--- src/rtl/zone_max_gray_if.sv ---
// -----------------------------------------------------------------------------
// zone_max_gray_if
//   Bundles the RGB pixel stream from the LVDS receiver with the zone-peak
//   write port that feeds buffer_360.
//
//   Pixel side  : de, vs, data_r, data_g, data_b   (source -> extractor)
//   Write side  : buf_en, cnt_buf[8:0], gray[7:0], frame_done
//                 (extractor -> buffer_360)
//
//   master : the pixel source / write sink (receiver + buffer side)
//   slave  : the zone_max_gray block
// -----------------------------------------------------------------------------
interface zone_max_gray_if;
  logic       de;
  logic       vs;
  logic [7:0] data_r;
  logic [7:0] data_g;
  logic [7:0] data_b;

  logic       buf_en;
  logic [8:0] cnt_buf;
  logic [7:0] gray;
  logic       frame_done;

  modport master (
    output de, vs, data_r, data_g, data_b,
    input  buf_en, cnt_buf, gray, frame_done
  );

  modport slave (
    input  de, vs, data_r, data_g, data_b,
    output buf_en, cnt_buf, gray, frame_done
  );
endinterface

--- src/rtl/zone_max_gray.sv ---
// -----------------------------------------------------------------------------
// zone_max_gray
//   Per-zone peak-gray extractor. The active frame is split into a
//   ZONE_COLS x ZONE_ROWS grid; each pixel's gray is max(R,G,B) and the peak
//   per zone is written to buffer_360 one zone row at a time, as a burst of
//   ZONE_COLS consecutive writes after the last line of that zone row.
//
//   Ports
//     clk_x1 : pixel clock
//     rst_n  : asynchronous active-low reset
//     bus    : zone_max_gray_if.slave
//              in : de, vs, data_r/g/b
//              out: buf_en, cnt_buf (zone address), gray (zone peak),
//                   frame_done (one-cycle pulse after the last zone write)
// -----------------------------------------------------------------------------
module zone_max_gray #(
  parameter int ZONE_COLS = 24,
  parameter int ZONE_ROWS = 15,
  parameter int ZONE_W    = 80,   // must be >= ZONE_COLS + 2
  parameter int ZONE_H    = 72,
  parameter bit VS_POL    = 1'b1
) (
  input  logic            clk_x1,
  input  logic            rst_n,
  zone_max_gray_if.slave  bus
);

  localparam int SUB_W  = (ZONE_W > 1)    ? $clog2(ZONE_W)    : 1;
  localparam int COL_W  = $clog2(ZONE_COLS + 1);
  localparam int LINE_W = (ZONE_H > 1)    ? $clog2(ZONE_H)    : 1;
  localparam int ROW_W  = $clog2(ZONE_ROWS + 1);
  localparam int FCOL_W = (ZONE_COLS > 1) ? $clog2(ZONE_COLS) : 1;

  localparam logic [SUB_W-1:0]  SUB_LAST  = SUB_W'(ZONE_W - 1);
  localparam logic [COL_W-1:0]  COL_END   = COL_W'(ZONE_COLS);
  localparam logic [LINE_W-1:0] LINE_LAST = LINE_W'(ZONE_H - 1);
  localparam logic [ROW_W-1:0]  ROW_END   = ROW_W'(ZONE_ROWS);
  localparam logic [FCOL_W-1:0] FCOL_LAST = FCOL_W'(ZONE_COLS - 1);
  localparam logic [8:0]        ADDR_LAST = 9'(ZONE_COLS * ZONE_ROWS - 1);

  typedef enum logic {
    ST_IDLE,
    ST_FLUSH
  } state_t;

  function automatic logic [7:0] max8(input logic [7:0] a, input logic [7:0] b);
    return (a > b) ? a : b;
  endfunction

  // ---------------------------------------------------------------------------
  // P1: input register, plus one extra vs tap for edge detection
  // ---------------------------------------------------------------------------
  logic       de_p1;
  logic       vs_p1;
  logic       vs_p1_d;
  logic [7:0] r_p1, g_p1, b_p1;

  // NOTE: clocked state is assigned with <= so every register samples the
  // pre-edge values of the others; = here would make stage order matter.
  always_ff @(posedge clk_x1 or negedge rst_n) begin
    if (!rst_n) begin
      de_p1   <= 1'b0;
      // Reset vs to its inactive level so leaving reset is not a frame start.
      vs_p1   <= ~VS_POL;
      vs_p1_d <= ~VS_POL;
      r_p1    <= '0;
      g_p1    <= '0;
      b_p1    <= '0;
    end else begin
      de_p1   <= bus.de;
      vs_p1   <= bus.vs;
      vs_p1_d <= vs_p1;
      r_p1    <= bus.data_r;
      g_p1    <= bus.data_g;
      b_p1    <= bus.data_b;
    end
  end

  logic frame_start;
  assign frame_start = (vs_p1 == VS_POL) && (vs_p1_d != VS_POL);

  // ---------------------------------------------------------------------------
  // P2: gray = max(R,G,B); de_p2_d gives the line-end edge
  // ---------------------------------------------------------------------------
  logic       de_p2;
  logic       de_p2_d;
  logic [7:0] gray_p2;

  always_ff @(posedge clk_x1 or negedge rst_n) begin
    if (!rst_n) begin
      de_p2   <= 1'b0;
      de_p2_d <= 1'b0;
      gray_p2 <= '0;
    end else begin
      de_p2   <= de_p1;
      de_p2_d <= de_p2;
      gray_p2 <= max8(max8(r_p1, g_p1), b_p1);
    end
  end

  // ---------------------------------------------------------------------------
  // Position tracking. The x position is held as (col, sub_x) so the zone
  // column falls out of a sub-counter instead of a divider. col saturates at
  // ZONE_COLS, which marks pixels beyond the active grid.
  // ---------------------------------------------------------------------------
  logic [SUB_W-1:0]  sub_x;
  logic [COL_W-1:0]  col;
  logic [LINE_W-1:0] line_in_row;
  logic [ROW_W-1:0]  zone_row;
  logic [7:0]        cur_max;
  logic [7:0]        row_max [ZONE_COLS];

  logic       de_fall;
  logic       row_active;
  logic       col_active;
  logic       pix_active;
  logic       col_last;
  logic [7:0] pix_max;
  logic       flush_trig;

  assign de_fall    = de_p2_d && !de_p2;
  assign row_active = (zone_row < ROW_END);
  assign col_active = (col < COL_END);
  assign pix_active = de_p2 && row_active && col_active;
  assign col_last   = (sub_x == SUB_LAST);
  assign pix_max    = max8(cur_max, gray_p2);
  assign flush_trig = de_fall && row_active && (line_in_row == LINE_LAST);

  // Column merge: either the last pixel of a full zone column, or the partial
  // column left behind when de falls early (merged on the fall cycle).
  logic       merge_en;
  logic [7:0] merge_val;

  // NOTE: every always_comb output gets a default before any branch, so no
  // path leaves it unassigned and no latch is inferred.
  always_comb begin
    merge_en  = 1'b0;
    merge_val = cur_max;
    if (pix_active && col_last) begin
      merge_en  = 1'b1;
      merge_val = pix_max;
    end else if (de_fall && row_active && col_active) begin
      merge_en  = 1'b1;
      merge_val = cur_max;
    end
  end

  always_ff @(posedge clk_x1 or negedge rst_n) begin
    if (!rst_n) begin
      sub_x       <= '0;
      col         <= '0;
      cur_max     <= '0;
      line_in_row <= '0;
      zone_row    <= '0;
    end else if (frame_start) begin
      sub_x       <= '0;
      col         <= '0;
      cur_max     <= '0;
      line_in_row <= '0;
      zone_row    <= '0;
    end else begin
      if (de_p2) begin
        if (pix_active) begin
          if (col_last) begin
            sub_x   <= '0;
            col     <= col + 1'b1;
            cur_max <= '0;
          end else begin
            sub_x   <= sub_x + 1'b1;
            cur_max <= pix_max;
          end
        end
      end else begin
        sub_x   <= '0;
        col     <= '0;
        cur_max <= '0;
      end

      if (de_fall && row_active) begin
        if (line_in_row == LINE_LAST) begin
          line_in_row <= '0;
          zone_row    <= zone_row + 1'b1;
        end else begin
          line_in_row <= line_in_row + 1'b1;
        end
      end
    end
  end

  // ---------------------------------------------------------------------------
  // Flush FSM
  // ---------------------------------------------------------------------------
  state_t            state_q, state_d;
  logic              wr_fire;
  logic [FCOL_W-1:0] flush_col;
  logic [7:0]        flush_val;

  always_ff @(posedge clk_x1 or negedge rst_n) begin
    if (!rst_n) state_q <= ST_IDLE;
    else        state_q <= state_d;
  end

  always_comb begin
    state_d = state_q;
    wr_fire = 1'b0;
    unique case (state_q)
      ST_IDLE:  if (flush_trig) state_d = ST_FLUSH;
      ST_FLUSH: begin
        wr_fire = 1'b1;
        if (flush_col == FCOL_LAST) state_d = ST_IDLE;
      end
      default:  state_d = ST_IDLE;
    endcase
    // A new frame aborts a burst in flight; buf_en drops on the next edge.
    if (frame_start) begin
      state_d = ST_IDLE;
      wr_fire = 1'b0;
    end
  end

  always_ff @(posedge clk_x1 or negedge rst_n) begin
    if (!rst_n) begin
      flush_col <= '0;
    end else if (frame_start) begin
      flush_col <= '0;
    end else if (wr_fire) begin
      flush_col <= (flush_col == FCOL_LAST) ? '0 : flush_col + 1'b1;
    end
  end

  always_comb begin
    flush_val = '0;
    for (int c = 0; c < ZONE_COLS; c++) begin
      if (flush_col == FCOL_W'(c)) flush_val = row_max[c];
    end
  end

  // NOTE: row_max is a handful of flops, not a RAM, so it takes the async
  // reset like any other register; a RAM-mapped store would be left unreset.
  always_ff @(posedge clk_x1 or negedge rst_n) begin
    if (!rst_n) begin
      for (int c = 0; c < ZONE_COLS; c++) row_max[c] <= '0;
    end else if (frame_start) begin
      for (int c = 0; c < ZONE_COLS; c++) row_max[c] <= '0;
    end else begin
      for (int c = 0; c < ZONE_COLS; c++) begin
        if (merge_en && (col == COL_W'(c))) begin
          // If this entry is being flushed in the same cycle, its old value
          // belongs to the previous zone row and must not leak into the new one.
          row_max[c] <= (wr_fire && (flush_col == FCOL_W'(c)))
                        ? merge_val : max8(row_max[c], merge_val);
        end else if (wr_fire && (flush_col == FCOL_W'(c))) begin
          row_max[c] <= '0;
        end
      end
    end
  end

  // ---------------------------------------------------------------------------
  // Registered write port. Addresses ascend through the frame, so a single
  // running address replaces row*ZONE_COLS+col.
  // ---------------------------------------------------------------------------
  logic       buf_en_q;
  logic [8:0] cnt_buf_q;
  logic [7:0] gray_q;
  logic       frame_done_q;
  logic [8:0] wr_addr;

  always_ff @(posedge clk_x1 or negedge rst_n) begin
    if (!rst_n) begin
      buf_en_q     <= 1'b0;
      cnt_buf_q    <= '0;
      gray_q       <= '0;
      frame_done_q <= 1'b0;
      wr_addr      <= '0;
    end else if (frame_start) begin
      buf_en_q     <= 1'b0;
      frame_done_q <= 1'b0;
      wr_addr      <= '0;
    end else begin
      buf_en_q     <= wr_fire;
      frame_done_q <= buf_en_q && (cnt_buf_q == ADDR_LAST);
      if (wr_fire) begin
        cnt_buf_q <= wr_addr;
        gray_q    <= flush_val;
        wr_addr   <= wr_addr + 9'd1;
      end
    end
  end

  assign bus.buf_en     = buf_en_q;
  assign bus.cnt_buf    = cnt_buf_q;
  assign bus.gray       = gray_q;
  assign bus.frame_done = frame_done_q;

endmodule

--- src/flat_wrapper.sv ---
// flat-port wrapper written by rule: the top's interface ports become plain ports
module zone_max_gray_flat 
#(
  parameter int ZONE_COLS = 24,
  parameter int ZONE_ROWS = 15,
  parameter int ZONE_W    = 80,                              
  parameter int ZONE_H    = 72,
  parameter bit VS_POL    = 1'b1
)
  (clk_x1, rst_n, bus_de, bus_vs, bus_data_r, bus_data_g, bus_data_b, bus_buf_en, bus_cnt_buf, bus_gray, bus_frame_done);
  zone_max_gray_if bus_i ();
  input  logic clk_x1;
  input  logic rst_n;
  input wire logic [$bits(bus_i.de)-1:0] bus_de;
  input wire logic [$bits(bus_i.vs)-1:0] bus_vs;
  input wire logic [$bits(bus_i.data_r)-1:0] bus_data_r;
  input wire logic [$bits(bus_i.data_g)-1:0] bus_data_g;
  input wire logic [$bits(bus_i.data_b)-1:0] bus_data_b;
  output wire logic [$bits(bus_i.buf_en)-1:0] bus_buf_en;
  output wire logic [$bits(bus_i.cnt_buf)-1:0] bus_cnt_buf;
  output wire logic [$bits(bus_i.gray)-1:0] bus_gray;
  output wire logic [$bits(bus_i.frame_done)-1:0] bus_frame_done;
  assign bus_i.de = bus_de;
  assign bus_i.vs = bus_vs;
  assign bus_i.data_r = bus_data_r;
  assign bus_i.data_g = bus_data_g;
  assign bus_i.data_b = bus_data_b;
  assign bus_buf_en = bus_i.buf_en;
  assign bus_cnt_buf = bus_i.cnt_buf;
  assign bus_gray = bus_i.gray;
  assign bus_frame_done = bus_i.frame_done;
  zone_max_gray #(.ZONE_COLS(ZONE_COLS), .ZONE_ROWS(ZONE_ROWS), .ZONE_W(ZONE_W), .ZONE_H(ZONE_H), .VS_POL(VS_POL)) u_core (.clk_x1(clk_x1), .rst_n(rst_n), .bus(bus_i));
endmodule
--- config.mk ---
export PLATFORM = sky130hd
export DESIGN_NAME = zone_max_gray_flat
export DESIGN_NICKNAME = d
export VERILOG_FILES = /design/src/rtl/zone_max_gray_if.sv /design/src/rtl/zone_max_gray.sv /design/src/flat_wrapper.sv
export SDC_FILE = /design/constraint.sdc
export NUM_CORES = 1
export LEC_CHECK = 0
export BUFFER_PORTS_ARGS = -buffer_cell sky130_fd_sc_hd__buf_4
export CORE_MARGIN = 2
export CORE_UTILIZATION = 57
export CTS_CLUSTER_DIAMETER = 60
export DETAILED_ROUTE_END_ITERATION = 8
export PLACE_DENSITY = 0.74
export SETUP_SLACK_MARGIN = 0.15
export SLEW_MARGIN = 20
export SYNTH_ARGS = -nofsm -noshare
export SYNTH_HDL_FRONTEND = slang
export SYNTH_SLANG_ARGS = --single-unit
export TNS_END_PERCENT = 30
--- constraint.sdc ---
create_clock -name clk_x1 -period 8.05 [get_ports clk_x1]
set_clock_uncertainty 0.2 [all_clocks]
set_input_delay 0.805 -clock clk_x1 [delete_from_list [all_inputs] [get_ports clk_x1]]
set_output_delay 0.805 -clock clk_x1 [all_outputs]
set_load 0.01 [all_outputs]
==> results.md, run 1 <==
* Status: completed
* CP delay by family, top: compound AO/OA/AOI/OAI gates
* Initial antenna violation count at 1
* Relative slew slack at 0.191
* WS Path Type: flop to flop
* Int Pwr at between 2 and 3 mW
* Vias at around 17000
* Initial Util at 0.576
* MaxCap Viol Count at 0
* Yosys cell types at roughly 100
* Seq/Total Area, Yosys at 0.373
* Clock Latency Late Sink at approximately 0.55 ns
* Max H-tree Level at 2
* Slowest CP cell: a2111oi_0
* CTS Sinks at between 200 and 300
* Tcrit/Tclk final at 0.763
* Vias per cell at roughly 7
* Leakage at around 9.8 nW
* Mapped Cells at 1972
* CP cell instances: ha_1, and4bb_4, and4_1, o21ai_2, o21ai_2, and2_1, buf_4, ha_1, a21oi_1, nand2_1, a2111oi_0, o311ai_4, and2_1, o31ai_2
* Initial DRC count at around 2100
* Site Rows at between 60 and 70
* Synth warn at 0
* Fraction of layout cells with a size suffix above 1 at 0.127
* Predominant post-synthesis flop cell: dfrtp_1
* Remaining DRCs at 0
* Area Growth Syn to Fin at 10.7%
* Global-route wire length before repair at ~100000 µm
* Mapped cell area at around 20000 µm²
* Async S/R FF share, synth at 1.00
* Core area at between 30000 and 40000 µm²
* FILL cells at between 2000 and 3000
* Nets at ~2300
* Placed wire-length estimate after detailed placement at ~49000 µm
* Pin count of the biggest net entering global routing at roughly 160
* Area of the multi-input gates at 11700 µm²
* Syn nets at 2230
* CP required at between 8 and 9 ns
* Postcts setup bufs at 0
* Largest reg by FF count: u_core.row_max
* Max reg flops at approximately 190
* Clock period minus worst slack at ~6.1 ns
* Startpoint class of the critical path: flop
* CP Data Arrival Time at around 6.4 ns
* Top-level I/O count at 47
* Combinational share of power at 0.150
* Post-synth EDFFs at 0
* Number of routed nets with antenna violations at 0
* Post-CTS sizing at 0
* Wire length per cell at about 27 µm
* Part of the power in the clock network at 0.463
* Min-Delay Path Class: primary input to async pin
* Crit path largest cell delay at ~0.78 ns
* Fmax achieved at 163 MHz
* Gr usage total at 0.375
* Final wirelength at between 60000 and 70000 µm
* RSZ-0062 raised after global routing: no
* Sw frac at 0.278
* Number of setup violations in the final report at 0
* Number of global-route vias before repair at about 17000
* Crit path buf inv count at 1
* GPL Wtd Cong at 1.08
* Max-slew violations at 0
* Die height at approximately 190 µm
* Total Power at 3.96 mW
* CP endpoint kind: flop
* P_sw at between 1 and 1.5 mW
* Post-synthesis cell type with the largest combined area: dfrtp_1
* Top cell type's share of synthesized area at 0.373
* DRT Pass-1 Iters at 7
* Share of power burned in registers at 0.386
* Worst-path fanout max at 23
* CTS clk-pin slew, worst paths at 0.06 ns
* FF/Latch Area at between 7000 and 8000 µm²
* Number of buffers inserted by hold repair at cts at 0
* Area contributors post-synth: dfrtp_1 37%, ha_1 15%, o2bb2ai_1 4.4%, a21oi_1 3.6%, nand3_1 2.5%
* #FFs+latches synth at 294
* Die X at ~190 µm
* Worst Max-Slew Pin Slew at ~1.2 ns
* Maximum clock insertion buffer count at 3
* Max VDD drop at around 0.00019 V
* Antenna diodes at 0
* Die area at approximately 36000 µm²
* IO Port Bufs at 46
* Synthesized area per cell at ~10 µm²
* Grt ovf at 0
* CTS Buf Count at 38
* Final TNS setup at 0 ns
* Clk root buf: clkbuf_16
* Final Hold Viols at 0
* CTS tree: built
* Power per cell area at ~180 nW/µm²
cells by family after synthesis:
logic type	after synthesis	synth area share
AOI/OAI and AO/OA	659	0.256
and+or+nand+nor	560	0.156
DFF	294	0.373
adders and majority gates	230	0.146
buffers and inverters	167	0.0370
muxes	45	0.0252
xor gates and xnor gates	17	0.00754
worst paths after layout:
check	to	cells after the start	slack (ns)	start
min	u_core.r_p1[2]	1	0.07	rst_n
max in group asynchronous	u_core.row_max[91]	2	6.26	rst_n
max reg2reg	u_core.row_max[47]	14	1.90	u_core.sub_x[0]
min reg2reg	u_core.de_p2	0	0.18	u_core.de_p1
max	u_core.row_max[47]	14	1.90	u_core.sub_x[0]
min in group clk_x1	u_core.de_p1	1	0.16	bus_de
synthesized netlist by cell type (all sizes together), types with 16 or more instances:
master,n
and2,18
o2bb2ai,99
nor3,32
a21o,27
nand3,108
o211ai,16
nand4,23
o22ai,23
clkbuf,44
a21boi,16
o21ai,69
a22o,47
buf,39
and3,41
inv,83
mux2,38
a211o,34
dfrtp,294
o31ai,43
nand2b,23
a21oi,144
a211oi,16
nand2,122
ha,230
a221oi,17
nor2,98
nor2b,29
metal layers:
metal,global-route usage,share of wire,routed length (µm)
met3,0.0981,0.11,7750
met1,0.517,0.41,27400
met2,0.551,0.42,28600
met4,0.175,0.054,3630
met5,0,0,0
final cells by class:
| cell class | count | area share |
|---|---|---|
| multi-input cells | 1511 | 0.534 |
| flip-flops and latches | 294 | 0.337 |
| clock buffers | 48 | 0.0485 |
| repair buffers | 77 | 0.0274 |
| well taps | 455 | 0.0260 |
| inverters | 84 | 0.0144 |
| clock inverters | 20 | 0.0132 |
through the flow:
step | instances | setup WS [ns] | util | hold WS, ns | instance area (µm²)
finish | 2489 | 1.90 | 0.638 | 0.0670 | 21900
global route | 2489 | 1.71 | 0.638 | 0.116 | 21900
CTS | 2489 | 2.03 | 0.638 | 0.0832 | 21900
detailed placement | 2421 | 2.07 | 0.598 | 0.180 | 20500
global placement | 2421 | 2.34 | 0.598 | 0.170 | 20500
floorplan | 1972 | 3.68 | - | 0.131 | 19700
layout by cell type, fill, tap and decap left out, types with 32 or more instances in the layout:
master and count:
mux2_2 38, o2bb2ai_1 99, clkbuf_16 39, dfrtp_1 294, a211o_1 34, and3_1 41, nor3_1 32, ha_1 230
nand2_1 122, buf_4 75, o21ai_0 50, nor2_1 98, a21oi_1 143, nand3_1 99, inv_1 81, a22o_1 47
power groups by stage:
stage	logic (mW)	clock network, mW	registers, mW
2_1_floorplan	0.390	0	1.55
3_3_place_gp	0.554	0	1.55
3_5_place_dp	0.578	0	1.55
4_1_cts	0.582	1.84	1.53
5_1_grt	0.651	1.91	1.53
6_report	0.595	1.83	1.53
(Power assumes the default switching activity.)
==> run 2, diff against run 1 <==
Settings changed: PLACE_DENSITY 0.74 to 0.77.
Clock period 8.05 ns to 5.4 ns, I/O delays scaled along.
==> results.md, run 2 (same netlist as run 1, synthesis figures left out) <==
* Status: completed
* Site Rows at 68 (unchanged)
* Crit path largest cell delay at 0.78 ns (about the same)
* Fin worst setup slack at 0.459 ns (-1.45 ns)
* DP Worst Slack at 0.226 ns (-1.85 ns)
* Die X at 190 µm (unchanged)
* Commonest non-fill, non-tap cell in the layout: dfrtp_1
* Startpoint class of the critical path: flop
* Max VDD drop at 0.000258 V (+34%)
* CP cell instances: inv_1, ha_1, nor2b_1, o2111ai_1, a211o_2, nand3_4, and2_1, buf_4, ha_1, a21o_1, a2111oi_0, o311ai_4, and2_4, o31ai_1
* Min-Delay Path Class: flop to flop
* Number of setup violations in the final report at 0 (unchanged)
* Final Instance Area at 22300 µm² (+2.0%)
* Vias per cell at 7.11 (+1.1%)
* Die height at 190 µm (unchanged)
* Reg2Reg Setup Slack at 0.46 ns (-1.45 ns)
* Most used cell, CP: ha_1
* Nets at 2318 (+2.4%)
* Hold Path Sink: u_core.de_p2
* WS Path Type: flop to flop
* Power per cell area at 261 nW/µm² (+44%)
* Fraction of layout cells with a size suffix above 1 at 0.138 (+0.0104)
* Postcts setup bufs at 0 (unchanged)
* Leakage at 10.0 nW (+2.3%)
* Final Hold Viols at 0 (unchanged)
* Maximum clock insertion buffer count at 3 (unchanged)
* Worst Max-Slew Pin Slew at 1.08 ns (-0.116 ns)
* CP Data Arrival Time at 5.16 ns (-1.22 ns)
* Max H-tree Level at 2 (unchanged)
* Placed Cells at 2451 (+1.2%)
* Fmax achieved at 202 MHz (+24%)
* Slowest CP cell: a2111oi_0
* Most frequent cells in the layout: 294 x dfrtp_1, 230 x ha_1, 143 x a21oi_1
* Relative slew slack at 0.276 (+0.0849)
* CTS clk-pin slew, worst paths at 0.06 ns (about the same)
* CTS Buf Count at 35 (-7.9%)
* MaxCap Viol Count at 0 (unchanged)
* Wire length per cell at 27.1 µm (about the same)
* Largest reg by FF count: u_core.row_max
* Remaining DRCs at 0 (unchanged)
* Clock Latency Late Sink at 0.53 ns (-0.02 ns)
* FF-to-FF path depth at 14 (unchanged)
* CP endpoint kind: flop
* Worst flop-to-flop path endpoint: u_core.row_max[55]
* Initial DRC count at 2245 (+5.5%)
* Die area at 36200 µm² (unchanged)
* Grt ovf at 0 (unchanged)
* Clk root buf: clkbuf_16
* RSZ-0062 raised after global routing: no
* Max reg flops at 192 (unchanged)
* Area Growth Syn to Fin at 12.9%
* Global-route wire length before repair at 105000 µm (+3.1%)
* Gr usage total at 0.384 (+0.00930)
* Number of routed nets with antenna violations at 0 (unchanged)
* Top-level I/O count at 47 (unchanged)
* GPL Wtd Cong at 1.08 (-0.13%)
* Initial antenna violation count at 0 (-1)
* Final TNS setup at 0 ns (unchanged)
* Hold path cells at 0
* Core area at 34300 µm² (unchanged)
* Number of global-route vias before repair at 17700 (+5.2%)
* Setup crit start: u_core.gray_p2[1]
* IO Port Bufs at 46 (unchanged)
* Vias at 18100 (+3.3%)
* Initial Util at 0.576 (unchanged)
* Tcrit/Tclk final at 0.915 (+0.151)
* Fin cells at 2542 (+2.1%)
* Clock period minus worst slack at 4.94 ns (-1.21 ns)
* Placed wire-length estimate after detailed placement at 49300 µm (+1.5%)
* Worst R2R Start: u_core.gray_p2[1]
* Worst hold start: u_core.de_p1
* CP required at 5.62 ns (-2.66 ns)
* Worst-path fanout max at 9 (-61%)
* Max-slew violations at 0 (unchanged)
* Final wirelength at 68800 µm (+2.1%)
* CTS Sinks at 294 (unchanged)
* CTS tree: built
* DRT Pass-1 Iters at 6 (-1)
* Dpl cell area at 20700 µm² (+1.1%)
* Pin count of the biggest net entering global routing at 144 (-8.9%)
## run 2: changes by cell type in the layout (fill, tap and decap cells not counted), sizes merged
cell         change
dlygate4sd3     +27
inv              -6
buf             +30
clkinvlp         -2
diode            +3
bufinv           +1
## run 2: where the power goes
| group | leakage (nW) | internal (mW) | total, mW | switching (mW) |
|---|---|---|---|---|
| Combinational | 5.36 | 0.357 | 0.942 | 0.585 |
| Clock | 0.624 | 1.66 | 2.60 | 0.940 |
| Sequential | 4.02 | 2.24 | 2.27 | 0.0346 |
| Total | 10.0 | 4.26 | 5.82 | 1.56 |
## run 2: critical path, delay by kind of cell, from the launching register on
family                   cells  cell delay (ns)
AND/OR/NAND/NOR              4             1.20
buffers and inverters        2             0.31
adder cells (fa/ha/maj)      2             0.53
flip-flops                   1             0.41
AO/OA/AOI/OAI                6             2.16
## run 2: worst max-delay path by stage
| stage | to | slack, ns |
|---|---|---|
| 2_1_floorplan | u_core.row_max[56] | 1.03 |
| 3_3_place_gp | u_core.row_max[24] | 0.42 |
| 3_5_place_dp | u_core.row_max[45] | 0.23 |
| 4_1_cts | u_core.row_max[45] | 0.15 |
| 5_1_grt | u_core.row_max[37] | 0.17 |
| 6_report | u_core.row_max[55] | 0.46 |
## run 2: area by class of cell
type	count	area, µm²
Clock buffer	48	1030
Tap cell	455	569
Timing Repair Buffer	134	1090
Inverter	84	315
Multi-Input combinational cell	1511	11700
Fill cell	2690	12000
Clock inverter	13	243
Sequential cell	294	7360
Antenna cell	3	7.51
## run 2: timing repair
action | in CTS | in global routing
hold endpoints to repair | 108 | 0
resized for setup | 0 | 5
endpoints found under the setup margin | 0 | 58
hold buffers | 27 | 0
## run 2: metrics by stage
step	hold WS, ns	power (mW)	util
after CTS	0.162	5.82	0.650
final	0.156	5.82	0.650
after global placement	0.143	3.18	0.605
after detailed placement	0.150	3.20	0.605
after floorplan	0.0444	2.89	-
after global routing	0.172	6.03	0.650
## run 2: layer usage
layer | up-vias | GRT usage | wire length, µm
li1 | 7804 | - | -
met2 | 1155 | 0.575 | 29700
met1 | 8806 | 0.511 | 27500
met5 | - | 0 | 0
met4 | 0 | 0.210 | 4310
met3 | 303 | 0.0976 | 7380
